===== src/rtl/mem_bus_arbiter_pkg.sv =====
// Shared types for the memory bus arbiter: arbitration states and grant codes.
// No logic here; state and grant encodings are kept equal on purpose so the
// grant output is a direct view of the registered owner.
package mem_bus_arbiter_pkg;

  typedef enum logic [1:0] {
    IDLE    = 2'b00,
    SERVE_D = 2'b01,
    SERVE_I = 2'b10
  } arb_state_t;

  localparam logic [1:0] GRANT_NONE = 2'b00;
  localparam logic [1:0] GRANT_D    = 2'b01;
  localparam logic [1:0] GRANT_I    = 2'b10;

endpackage


===== src/rtl/mem_bus_arbiter.sv =====
// Arbitrates the external memory bus between the data port (D) and prefetch port (I).
// Latency: one IDLE cycle from request to q_m_access; acks and read data are combinational pass-through.
// Backpressure: the requester holds its access until its ack; D wins ties until MAX_D_BURST consecutive D completions.
module mem_bus_arbiter #(
  parameter int MAX_D_BURST = 4
) (
  input  logic        clk,
  input  logic        reset_n,
  input  logic [19:1] d_m_addr,
  input  logic [15:0] d_m_data_out,
  output logic [15:0] d_m_data_in,
  input  logic        d_m_access,
  output logic        d_m_ack,
  input  logic        d_m_wr_en,
  input  logic [1:0]  d_m_bytesel,
  input  logic        d_lock,
  input  logic [19:1] i_m_addr,
  output logic [15:0] i_m_data_in,
  input  logic        i_m_access,
  output logic        i_m_ack,
  output logic [19:1] q_m_addr,
  input  logic [15:0] q_m_data_in,
  output logic [15:0] q_m_data_out,
  output logic        q_m_access,
  input  logic        q_m_ack,
  output logic        q_m_wr_en,
  output logic [1:0]  q_m_bytesel,
  output logic [1:0]  grant
);
  import mem_bus_arbiter_pkg::*;

  localparam int              SW         = $clog2(MAX_D_BURST + 1);
  localparam logic [SW-1:0]   STREAK_MAX = SW'(MAX_D_BURST);

  arb_state_t     state, state_nxt;
  logic [SW-1:0]  d_streak, d_streak_nxt;

  // Owner and D-streak registers; reset abandons any bus cycle in flight.
  always_ff @(posedge clk or negedge reset_n) begin
    if (!reset_n) begin
      state    <= IDLE;
      d_streak <= '0;
    end else begin
      state    <= state_nxt;
      d_streak <= d_streak_nxt;
    end
  end

  // Next owner and streak: D keeps winning ties only while I has not yet waited out a full burst.
  always_comb begin
    state_nxt    = state;
    d_streak_nxt = d_streak;
    case (state)
      IDLE: begin
        if (d_m_access && (!i_m_access || (d_streak < STREAK_MAX)))
          state_nxt = SERVE_D;
        else if (i_m_access)
          state_nxt = SERVE_I;
      end
      SERVE_D: begin
        if (q_m_ack) begin
          // Locked transfers keep the bus for the second half with no idle gap.
          state_nxt = d_lock ? SERVE_D : IDLE;
          if (i_m_access)
            d_streak_nxt = (d_streak == STREAK_MAX) ? d_streak : d_streak + 1'b1;
          else
            d_streak_nxt = '0;
        end else if (!d_m_access && !d_lock) begin
          state_nxt = IDLE;
        end
      end
      SERVE_I: begin
        if (q_m_ack) begin
          state_nxt    = IDLE;
          d_streak_nxt = '0;
        end else if (!i_m_access) begin
          state_nxt = IDLE;
        end
      end
      default: state_nxt = IDLE;
    endcase
  end

  // Bus routing from the current owner; an ack seen in IDLE goes nowhere.
  always_comb begin
    q_m_access   = 1'b0;
    q_m_addr     = '0;
    q_m_data_out = '0;
    q_m_wr_en    = 1'b0;
    q_m_bytesel  = '0;
    d_m_ack      = 1'b0;
    i_m_ack      = 1'b0;
    grant        = GRANT_NONE;
    case (state)
      SERVE_D: begin
        grant        = GRANT_D;
        q_m_access   = d_m_access & ~q_m_ack;
        q_m_addr     = d_m_addr;
        q_m_data_out = d_m_data_out;
        q_m_wr_en    = d_m_wr_en;
        q_m_bytesel  = d_m_bytesel;
        d_m_ack      = q_m_ack;
      end
      SERVE_I: begin
        grant        = GRANT_I;
        q_m_access   = i_m_access & ~q_m_ack;
        q_m_addr     = i_m_addr;
        q_m_bytesel  = 2'b11;
        i_m_ack      = q_m_ack;
      end
      default: ;
    endcase
  end

  // Read data is broadcast; each requester qualifies it with its own ack.
  assign d_m_data_in = q_m_data_in;
  assign i_m_data_in = q_m_data_in;

endmodule


===== config.mk =====
export PLATFORM = sky130hd
export DESIGN_NAME = mem_bus_arbiter
export DESIGN_NICKNAME = d
export VERILOG_FILES = /design/src/rtl/mem_bus_arbiter_pkg.sv /design/src/rtl/mem_bus_arbiter.sv
export SDC_FILE = /design/constraint.sdc
export NUM_CORES = 1
export LEC_CHECK = 0
export BUFFER_PORTS_ARGS = -buffer_cell sky130_fd_sc_hd__buf_4
export CORE_MARGIN = 2
export CORE_UTILIZATION = 28
export DETAILED_ROUTE_END_ITERATION = 6
export PLACE_DENSITY = 0.82
export SYNTH_ARGS = -nofsm -noshare
export SYNTH_HDL_FRONTEND = slang
export SYNTH_SLANG_ARGS = --single-unit

===== constraint.sdc =====
create_clock -name clk -period 1.71 [get_ports clk]
set_input_delay 0.2565 -clock clk [delete_from_list [all_inputs] [get_ports clk]]
set_output_delay 0.2565 -clock clk [all_outputs]
set_load 0.01 [all_outputs]

==> results_dict.tcl <==
set metrics [dict create \
    run_status "complete, but fails checks" \
    failed_checks "negative setup slack" \
    switching_share 0.404 \
    intPower_mw 1.69 \
    synth_common_cells "buf_4, nor2b_1, a22oi_1, and2_1, buf_2" \
    power.share.sequential 0.083 \
    final-instance-count-excl-fill 272 \
    combPwrFrac 0.841 \
    netlist-cell-type-count 30 \
    critical-path-top-delay-family "buffers and inverters" \
    synth_enable_flop_cells 0 \
    filler_cell_count 353 \
    critical-path-slowest-cell "dfrtp_1" \
    grt_first_pass_wirelength_mm 5.45 \
    dieArea_um2 4480 \
    holdPathStages 3 \
    min-delay-start "d_lock" \
    netlist_instances 147 \
    grt_setup_unrepaired "true" \
    clock_power_share 0.076 \
    period_share 1.02 \
    pin_slew_with_the_least_headroom_to_its_limit_ns 0.251 \
    regToRegEndpoint "state[0]" \
    cts_tree "built" \
    cpPeakStageDelay_ns 0.43 \
    dr.first_iter.drc_count 25 \
    timing.final.max_slew_violations 0 \
    synth_async_sr_flop_share 1.00 \
    vias 1305 \
    viasPerCell 4.80 \
    path_cells "inv_2 -> ha_4 -> bufbuf_16 -> and2_1 -> buf_4" \
    path_class "reg -> out" \
    finalCriticalPeriod_ns 1.74 \
    io-pin-count 154 \
    clk_latency_ns 0.22 \
    cts-buffers-inserted 3 \
    grt_max_degree 19 \
    mean_routed_wirelength_per_cell_um 13.8 \
    critical_path.n_buffers_inverters 3 \
    fp.dieW_um 67.0 \
    cts-htree-levels 1 \
    vdd_drop_max_uv 654 \
    postRouteWirelength_mm 3.76 \
    remaining_drc_errors 0 \
    number_of_routed_nets_with_antenna_violations 0 \
    min_path_type "in -> reg" \
    flow.area_growth_from_synthesis_pct 75.8 \
    post-dp-hpwl_mm 2.98 \
    cts_sinks 5 \
    fin_tns_setup_ns -0.383 \
    clk_root_buffer_cell "clkbuf_8" \
    portBuffers 105 \
    numPlacedInstances 265 \
    ys_seq_area_frac 0.113 \
    yosysTopAreaCellShare 0.223 \
    rr_startpoint "state[1]" \
    fmaxAchievable_ghz 0.576 \
    worst-path-max-fanout 17 \
    yosys_register_bits 5 \
    report.final.hold_viol_count 0 \
    final_core_utilization 0.521 \
    timing.clock.skew_ns 0.000548 \
    postLayoutSetupSlackWorst_ns -0.0263 \
    ys_dominant_reg_cell "dfrtp_1" \
    placement_rows 22 \
    timing.critical_path.arrival_ns 1.48 \
    synth_area_per_cell_um2 7.55 \
    finalWeightedCongestion 0.784 \
    total_track_usage 0.160 \
    floorplan.initialDensity 0.296 \
    critPathRequiredTime_ns 1.45 \
    detailedRoute.firstPassIterationCount 4 \
    worstRegToRegCells 6 \
    finalNetCount 309 \
    num_antenna_cells 0 \
    netlist.top_cell.by_area "buf_4" \
    power_per_cell_area_nw_per_um2 1450 \
    synth_net_count 231 \
    worst_setup_path_start_kind "flop" \
    antenna_violations_before_repair 0 \
    ctsLongestPathBuffers 2 \
    switchingPower_mw 1.14 \
    netlist_area_um2 1110 \
    leakagePower_nw 0.936 \
    maxCapViolCount 0 \
    leftover_overflow_at_the_end_of_global_routing 0 \
    ys.warnings.count 0 \
    min_delay_worst_endpoint "state[0]" \
    rrSetupSlack_ns 0.08 \
    synth_area_leaders "buf_4, nor2b_1, a22oi_1" \
    grt_pass1_vias 1254 \
    timing.slew.headroom 0.832 \
    path_clk_slew_ns 0.04 \
    setup_violations 22 \
    core_area_um2 3740 \
    die-height_um 67.0 \
    post_route_cells_drive_above_1_share 0.629 \
    library_cell_with_the_highest_instance_count_after_synthesis "buf_4" \
    worstSetupEndpointType "output pin" \
]
-- registers in the layout, summed over array words and instances (netlist names) --
signal and flops:
state 2, d_streak 3
-- power groups by stage --
| stage | clock network (mW) | registers [mW] | logic, mW |
|---|---|---|---|
| 2_1_floorplan | 0 | 0.208 | 1.22 |
| 3_3_place_gp | 0 | 0.217 | 1.99 |
| 3_5_place_dp | 0 | 0.221 | 2.02 |
| 4_1_cts | 0.223 | 0.234 | 2.32 |
| 5_1_grt | 0.238 | 0.240 | 2.59 |
| 6_report | 0.216 | 0.236 | 2.38 |
-- metal layers --
layer	global-route usage	part of all wire	vias up
met1	0.148	0.33	597
met4	0.0663	0	0
met2	0.323	0.56	86
li1	-	-	622
met5	0	0	-
met3	0.0405	0.11	0
-- stage by stage --
step / area [µm²] / total power [mW] / hold WS, ns / setup slack [ns]
final: 1950 / 2.83 / 0.372 / -0.0263
after global routing: 1950 / 3.07 / 0.371 / -0.0918
after CTS: 1900 / 2.77 / 0.371 / -0.0130
after detailed placement: 1730 / 2.24 / 0.0679 / 0.126
after global placement: 1730 / 2.21 / 0.0660 / 0.158
after floorplan: 1110 / 1.43 / -0.0391 / 0.00340
-- cells by family (layout without fill, tap and decap cells) --
kind of cell,count (synthesis),after routing,share of synthesized area
simple gates,54,54,0.301
buf+inv,48,125,0.281
compound gates,32,32,0.218
fa+ha+maj,5,5,0.0564
flops,5,5,0.113
mux,3,3,0.0316
-- layout make-up --
class / instances / area, µm² / share of cell area
repair buffers: 115 / 927 / 0.475
multi-input cells: 94 / 771 / 0.395
flip-flops and latches: 5 / 125 / 0.0641
well taps: 48 / 60.1 / 0.0308
clock buffers: 4 / 45.0 / 0.0231
inverters: 6 / 22.5 / 0.0115
-- layout by cell type, fill, tap and decap left out, drive strengths merged, types with 2 or more instances in the layout --
master,instances
buf,113
nor2b,23
and2,19
a22oi,19
inv,6
dfrtp,5
ha,5
clkbuf,4
a21oi,3
nand2,3
o21a,2
nand3b,2
mux2i,2
nor2,2
o211ai,2
-- timing repair --
action	CTS	global route
endpoints found under the hold margin	5	0
gates cloned	1	0
endpoints found under the setup margin	22	36
pin swaps	0	1
gates resized for setup	16	12
hold buffers	1	0
setup buffers	1	0
-- worst min-delay path, stage by stage --
cell and delay [ns]:
buf_4 0.09, a32oi_1 0.06, mux2i_1 0.13
-- worst max path at each step --
stage	depth (start not counted)	slack [ns]	startpoint	to
floorplan	6	0.003	state[0]	q_m_access
global placement	6	0.16	state[0]	q_m_access
detailed placement	6	0.13	state[1]	d_streak[0]
CTS	6	-0.01	state[0]	q_m_addr[19]
global route	6	-0.09	state[1]	q_m_addr[1]
finish	5	-0.03	state[1]	q_m_data_out[2]
(Power assumes the default switching activity.)
